[config.mk]
export PLATFORM = sky130hd
export DESIGN_NAME = request_encoder
export DESIGN_NICKNAME = d
export VERILOG_FILES = /design/src/rtl/request_encoder_pkg.sv /design/src/rtl/request_encoder_prio_select.sv /design/src/rtl/request_encoder.sv
export SDC_FILE = /design/constraint.sdc
export NUM_CORES = 1
export LEC_CHECK = 0
export CORE_ASPECT_RATIO = 0.7
export CORE_MARGIN = 2
export CORE_UTILIZATION = 30
export DETAILED_ROUTE_END_ITERATION = 10
export HOLD_SLACK_MARGIN = 0.06
export PLACE_DENSITY = 0.61
export SYNTH_ARGS = -nofsm -noshare
export SYNTH_HDL_FRONTEND = slang
export SYNTH_SLANG_ARGS = --single-unit
export TNS_END_PERCENT = 100
[constraint.sdc]
create_clock -name clk -period 3.1 [get_ports clk]
set_input_delay 0.62 -clock clk [delete_from_list [all_inputs] [get_ports clk]]
set_output_delay 0.62 -clock clk [all_outputs]
set_load 0.005 [all_outputs]
[src/rtl/request_encoder_pkg.sv]
// rtl/request_encoder_pkg.sv - shared defaults, state encoding and width helper for request_encoder
package request_encoder_pkg;

  localparam int N_DEFAULT = 4;

  typedef enum logic {
    EMPTY = 1'b0,
    FULL  = 1'b1
  } state_t;

  function automatic int clog2(input int value);
    int r;
    r = 0;
    while ((1 << r) < value) r++;
    return r;
  endfunction

endpackage

[src/rtl/request_encoder_prio_select.sv]
// rtl/request_encoder_prio_select.sv - combinational first-set search from a start index, wrapping
module prio_select
  import request_encoder_pkg::*;
#(
  parameter int N = N_DEFAULT
) (
  input  logic [(1<<N)-1:0] pend,
  input  logic [N-1:0]      start,
  output logic              found,
  output logic [N-1:0]      idx
);

  localparam int W = 1 << N;

  logic [N-1:0] j;

  // Scan from farthest to nearest so the nearest set bit at or above start wins.
  always_comb begin
    found = 1'b0;
    idx   = '0;
    j     = '0;
    for (int k = W - 1; k >= 0; k--) begin
      j = start + N'(k);
      if (pend[j]) begin
        found = 1'b1;
        idx   = j;
      end
    end
  end

endmodule

[src/rtl/request_encoder.sv]
// rtl/request_encoder.sv - multi-hot request vector to encoded address stream, valid/ready drained
// Optional ROUND_ROBIN_EN: rotating start pointer instead of lowest-index priority.
module request_encoder
  import request_encoder_pkg::*;
#(
  parameter int N = N_DEFAULT
) (
  input  logic                clk,
  input  logic                rst,
  input  logic                en,
  input  logic [(1<<N)-1:0]   req,
  output logic [N-1:0]        addr_out,
  output logic                valid,
  input  logic                ready,
  output logic [(1<<N)-1:0]   pend_vec,
  output logic                busy
);

  localparam int W = 1 << N;

  if (clog2(W) != N) begin : g_width_check
    $error("request_encoder: request width does not match address width");
  end

  state_t          state;
  logic            found;
  logic            load;
  logic [N-1:0]    sel_idx;
  logic [N-1:0]    start_idx;
  logic [W-1:0]    clr_mask;
  logic [W-1:0]    pend_next;

`ifdef ROUND_ROBIN_EN
  logic [N-1:0]    rr_ptr;

  always_ff @(posedge clk) begin
    if (rst)
      rr_ptr <= '0;
    else if (load)
      rr_ptr <= sel_idx + N'(1);
  end

  assign start_idx = rr_ptr;
`else
  assign start_idx = '0;
`endif

  prio_select #(.N(N)) u_prio_select (
    .pend  (pend_vec),
    .start (start_idx),
    .found (found),
    .idx   (sel_idx)
  );

  // Selection only looks at already-latched pending bits, never same-edge req.
  assign load = found && ((state == EMPTY) || ready);

  always_comb begin
    clr_mask = '0;
    if (load) clr_mask[sel_idx] = 1'b1;
    pend_next = (pend_vec & ~clr_mask) | (en ? req : '0);
  end

  always_ff @(posedge clk) begin
    if (rst) begin
      state    <= EMPTY;
      addr_out <= '0;
      pend_vec <= '0;
    end else begin
      pend_vec <= pend_next;
      case (state)
        EMPTY: begin
          if (found) begin
            addr_out <= sel_idx;
            state    <= FULL;
          end
        end
        FULL: begin
          if (ready) begin
            if (found) addr_out <= sel_idx;
            else       state    <= EMPTY;
          end
        end
        default: state <= EMPTY;
      endcase
    end
  end

  assign valid = (state == FULL);
  assign busy  = valid || (pend_vec != '0);

endmodule

Word level (Yosys, flattened, before mapping)
Index checks and enable logic that the tools add are counted.

Bits of input ports: 20. Register bits: 21. Word-level logic and storage cells: 57.

Eq/ne operators: 1. Order comparisons: 2. Bitwise gates (word level): 4. Reductions and logical operators: 5. Multiplexer cells: 42.

Operator list (number): two-way mux 4 bit (18); two-way mux 16 bit (2); two-way mux 1 bit (19); AND 16 bit (1); inverter 16 bit (1); bitwise OR 16 bit (1); nonzero test 16 bit (1); case mux 4 bit (2 select lines) (1); < comparator 4 x 5 -> 1 bit (second input constant) (1); demux 1 bit (select 4 bit) (1); greater-or-equal comparator 4 x 1 -> 1 bit (second input constant) (1); logical AND 1 bit (2); logical OR 1 bit (2); != test 2 bit (second input constant) (1); case mux 1 bit (2 select lines) (1); inverter 1 bit (1).

Depth between registers and ports, before layout
Depth in word-level cells: 24. Mapped depth: 7. Depth with buffers taken out: 5.

Modules after synthesis
A second synthesis with hierarchy kept.

Cells, all modules: 366. Area, all modules: 3275.6 um^2.

Modules (own cells, without submodules): prio_select (sequential area each 0.0 um^2, cells each 259, instances 1, area an instance 2328.5 um^2); request_encoder (sequential area each 420.4 um^2, cells each 107, instances 1, area an instance 947.2 um^2).

Worst setup path before layout
OpenSTA, ideal clock, no wires.

Path kind: register to output. From: register pend_vec[1]. To: output port busy. Arrival: 1.412 ns. Path buffers: 1. Stages on the path, launching flop included: 6. Path slack: 1.068 ns. Path through: dfxtp_1 > buf_6 > or4_4 > nor2_1 > and3_1 > nand2b_1.

Cells in the longest elaborated chain, start to end: 2.

RTL lines: start, declared (RTL line request_encoder.sv:15) `output logic [(1<<N)-1:0] pend_vec,`; start signal, assigned (RTL line request_encoder.sv:70) `pend_vec <= pend_next;`; nonzero test 16 bit (RTL line request_encoder.sv:90) `assign busy = valid || (pend_vec != '0);`; logical OR 1 bit (RTL line request_encoder.sv:90); end, declared (RTL line request_encoder.sv:16) `output logic busy`.

Every way passes these cells.

Worst setup path after layout
From: register pend_vec[6]. To: output port busy.

Same word-level chain as after synthesis.

==> impl_metrics.py <==
metrics = {
    "worst_setup_path": {
        "crit_chain": "or4_1 -> nor2_1 -> and3_1 -> nand2b_1 -> clkdlybuf4s50_1",
        "crit_type": "flip-flop to output pin",
        "cp_top_family": "simple AND/OR/NAND/NOR gates",
        "max_stage_delay_ps": 580,
        "crit_required_ps": 2480,
        "critPathMaxFanout": 6,
        "crit_buf_inv": 1,
        "cp-start-kind": "flip-flop",
        "critPathCaptureType": "output pin",
        "slowest_stage": "or4_1",
        "crit_arrival_ps": 2260,
    },
    "cells_and_area": {
        "final_core_util": 0.454,
        "area_delta_synth_final_pct": 45.1,
        "design_area_mm2": 0.00159,
        "fillCellCount": 369,
        "drive_above_1_share": 0.0702,
        "nets": 192,
        "antennaDiodeCount": 0,
        "fin_cells": 221,
    },
    "global_routing": {
        "gr-total-overflow": 0,
        "first_global_vias": 1075,
        "grt_use_total": 0.170,
        "antenna_found_initial": 0,
        "grt_max_degree": 16,
        "grt_pass1_wl_um": 5440,
    },
    "timing": {
        "setup_viol": 0,
        "rsz0062_at_grt": "false",
        "finClkSkew_ps": 7.81,
        "hold_slack_ps": 491,
        "period_minus_slack_ps": 2880,
        "tightestPinTransition_ps": 1030,
        "final_max_slew_viol_count": 0,
        "max_freq_ghz": 0.348,
        "slew-limit-headroom": 0.315,
        "fin_crit_sh": 0.928,
        "hold_viol": 0,
        "tns_ps": 0,
    },
    "yosys": {
        "synth-main-ff-cell": "dfxtp_1",
        "synth.avg_cell_area_um2": 8.45,
        "syn-num-nets": 150,
        "postSynth.asyncResetShare": 0,
        "synth_edf_count": 0,
        "yosys_warnings": 0,
        "yosysUniqueCellTypes": 36,
        "synthCells": 130,
        "ys_ff_latch": 21,
        "syn_area_mm2": 0.00110,
        "ys_seq_area_frac": 0.383,
    },
    "cts": {
        "cts_inserted_buffers": 3,
        "post_cts_buffers": 0,
        "path_clk_slew_ps": 80,
        "clk_latency_ps": 260,
        "holdBufCountCts": 0,
        "clk_path_buf_depth": 2,
        "cts.sinks": 21,
        "cts.repair.resized": 0,
        "htreeDepth": 1,
        "cts.root.buffer_cell": "clkbuf_8",
        "cts_tree": "done",
    },
    "die": {
        "top_level_ports": 42,
        "rows": 18,
        "core_area_mm2": 0.00351,
        "die_h_um": 54.6,
        "die_x_um": 76.3,
        "start_util": 0.313,
        "dieArea_mm2": 0.00417,
    },
    "route": {
        "drcViolationCount": 0,
        "vias": 1228,
        "drt_wl_total_um": 3540,
        "ant_nets": 0,
        "routed_via_density": 5.56,
        "wire_per_inst_um": 16.0,
        "drt_iter0_drc": 178,
        "drt_first_pass_iters": 4,
    },
    "placement": {
        "gp_congestion": 0.824,
        "post_dp_cell_area_mm2": 0.00155,
        "port_buffers": 41,
        "dp_cells": 217,
        "dpl.hpwl_um": 2620,
    },
    "power_and_ir_drop": {
        "leakage_uw": 0.000545,
        "vdd_drop_max_mv": 0.239,
        "clockPowerShare": 0.241,
        "power_density_mw_per_mm2": 469,
        "p_switching_uw": 239,
        "sw_frac_of_total": 0.320,
        "p_seq_frac": 0.440,
        "p_int_uw": 508,
        "p_comb_frac": 0.319,
    },
    "job": {
        "maxCapViolations": 0,
    },
    "outcome": {
        "status": "completed",
    },
    "min_path": {
        "min_path_type": "flip-flop to flip-flop",
    },
}
cells in the final DEF (no fill, tap or decap), drive strengths merged, types with 2 or more instances in the layout:
| cell | instances |
|---|---|
| a31oi | 3 |
| clkbuf | 4 |
| nor4 | 6 |
| nor2b | 2 |
| o2111ai | 2 |
| or4 | 4 |
| clkdlybuf4s50 | 41 |
| or3 | 3 |
| inv | 3 |
| dfxtp | 21 |
| o21ai | 5 |
| nand2 | 6 |
| a211oi | 8 |
| nor2 | 12 |
| a22oi | 8 |
| a32o | 2 |
| nand2b | 4 |
| a21oi | 21 |
| buf | 2 |
flip-flops by register name (all words and copies together), names as in the netlist:
| register | count |
|---|---|
| pend_vec | 16 |
| addr_out | 4 |
| valid | 1 |
path summary, 6_finish.rpt:
path | startpoint | endpoint | slack (ps) | cells after the start
worst min register to register | addr_out[0] | addr_out[0] | 490 | 2
worst max register to register | pend_vec[1] | pend_vec[13] | 930 | 5
worst max-delay path | pend_vec[6] | busy | 220 | 5
worst min-delay path | addr_out[0] | addr_out[0] | 490 | 2
synthesized netlist by cell type (3+ instances only):
master,n,area (µm²)
dfxtp_1,21,420
a21oi_1,20,100
nor2_1,12,45.0
a22oi_1,8,60.1
a211oi_1,7,52.6
nand2_1,6,22.5
nor4_1,6,37.5
clkbuf_1,4,15.0
nand2b_1,4,25.0
a31oi_1,3,18.8
inv_1,3,11.3
o21ai_0,3,15.0
or3_1,3,18.8
worst reg2reg max path: cells and delay by family, from the launching register on:
family	cells	cell delay [ps]
AOI/OAI and AO/OA	4	1360
DFF	1	510
and+or+nand+nor	1	200
logic make-up (layout without fill, tap and decap cells):
logic type,after synthesis,after routing,synth area share
AOI/OAI and AO/OA,58,58,0.362
and+or+nand+nor,41,41,0.207
DFF,21,21,0.383
buffers and inverters,10,51,0.0478
power groups by stage:
stage	sequential [µW]	clock [µW]	combinational (µW)
3_3_place_gp	333	0	234
3_5_place_dp	334	0	235
2_1_floorplan	327	0	134
4_1_cts	328	188	238
6_report	329	180	238
5_1_grt	333	197	259
through the flow:
stage	power (µW)	setup slack, ps
floorplan	461	1070
global placement	567	581
detailed placement	569	532
CTS	754	228
global route	789	98.2
finish	747	224
routing by layer:
metal,up-vias,global-route usage,wire (µm)
li1,594,-,-
met5,-,0,0
met2,65,0.252,1510
met1,565,0.237,1640
met3,4,0.0627,364
met4,0,0.0333,26
cell type report:
type / count / area, µm² / area share
Timing Repair Buffer: 43 / 425 / 0.267
Sequential cell: 21 / 420 / 0.264
Tap cell: 50 / 62.6 / 0.0392
Clock buffer: 4 / 45.0 / 0.0283
Multi-Input combinational cell: 99 / 626 / 0.392
Inverter: 4 / 15.0 / 0.00942
Note: power is estimated with default switching activity, not from simulation.
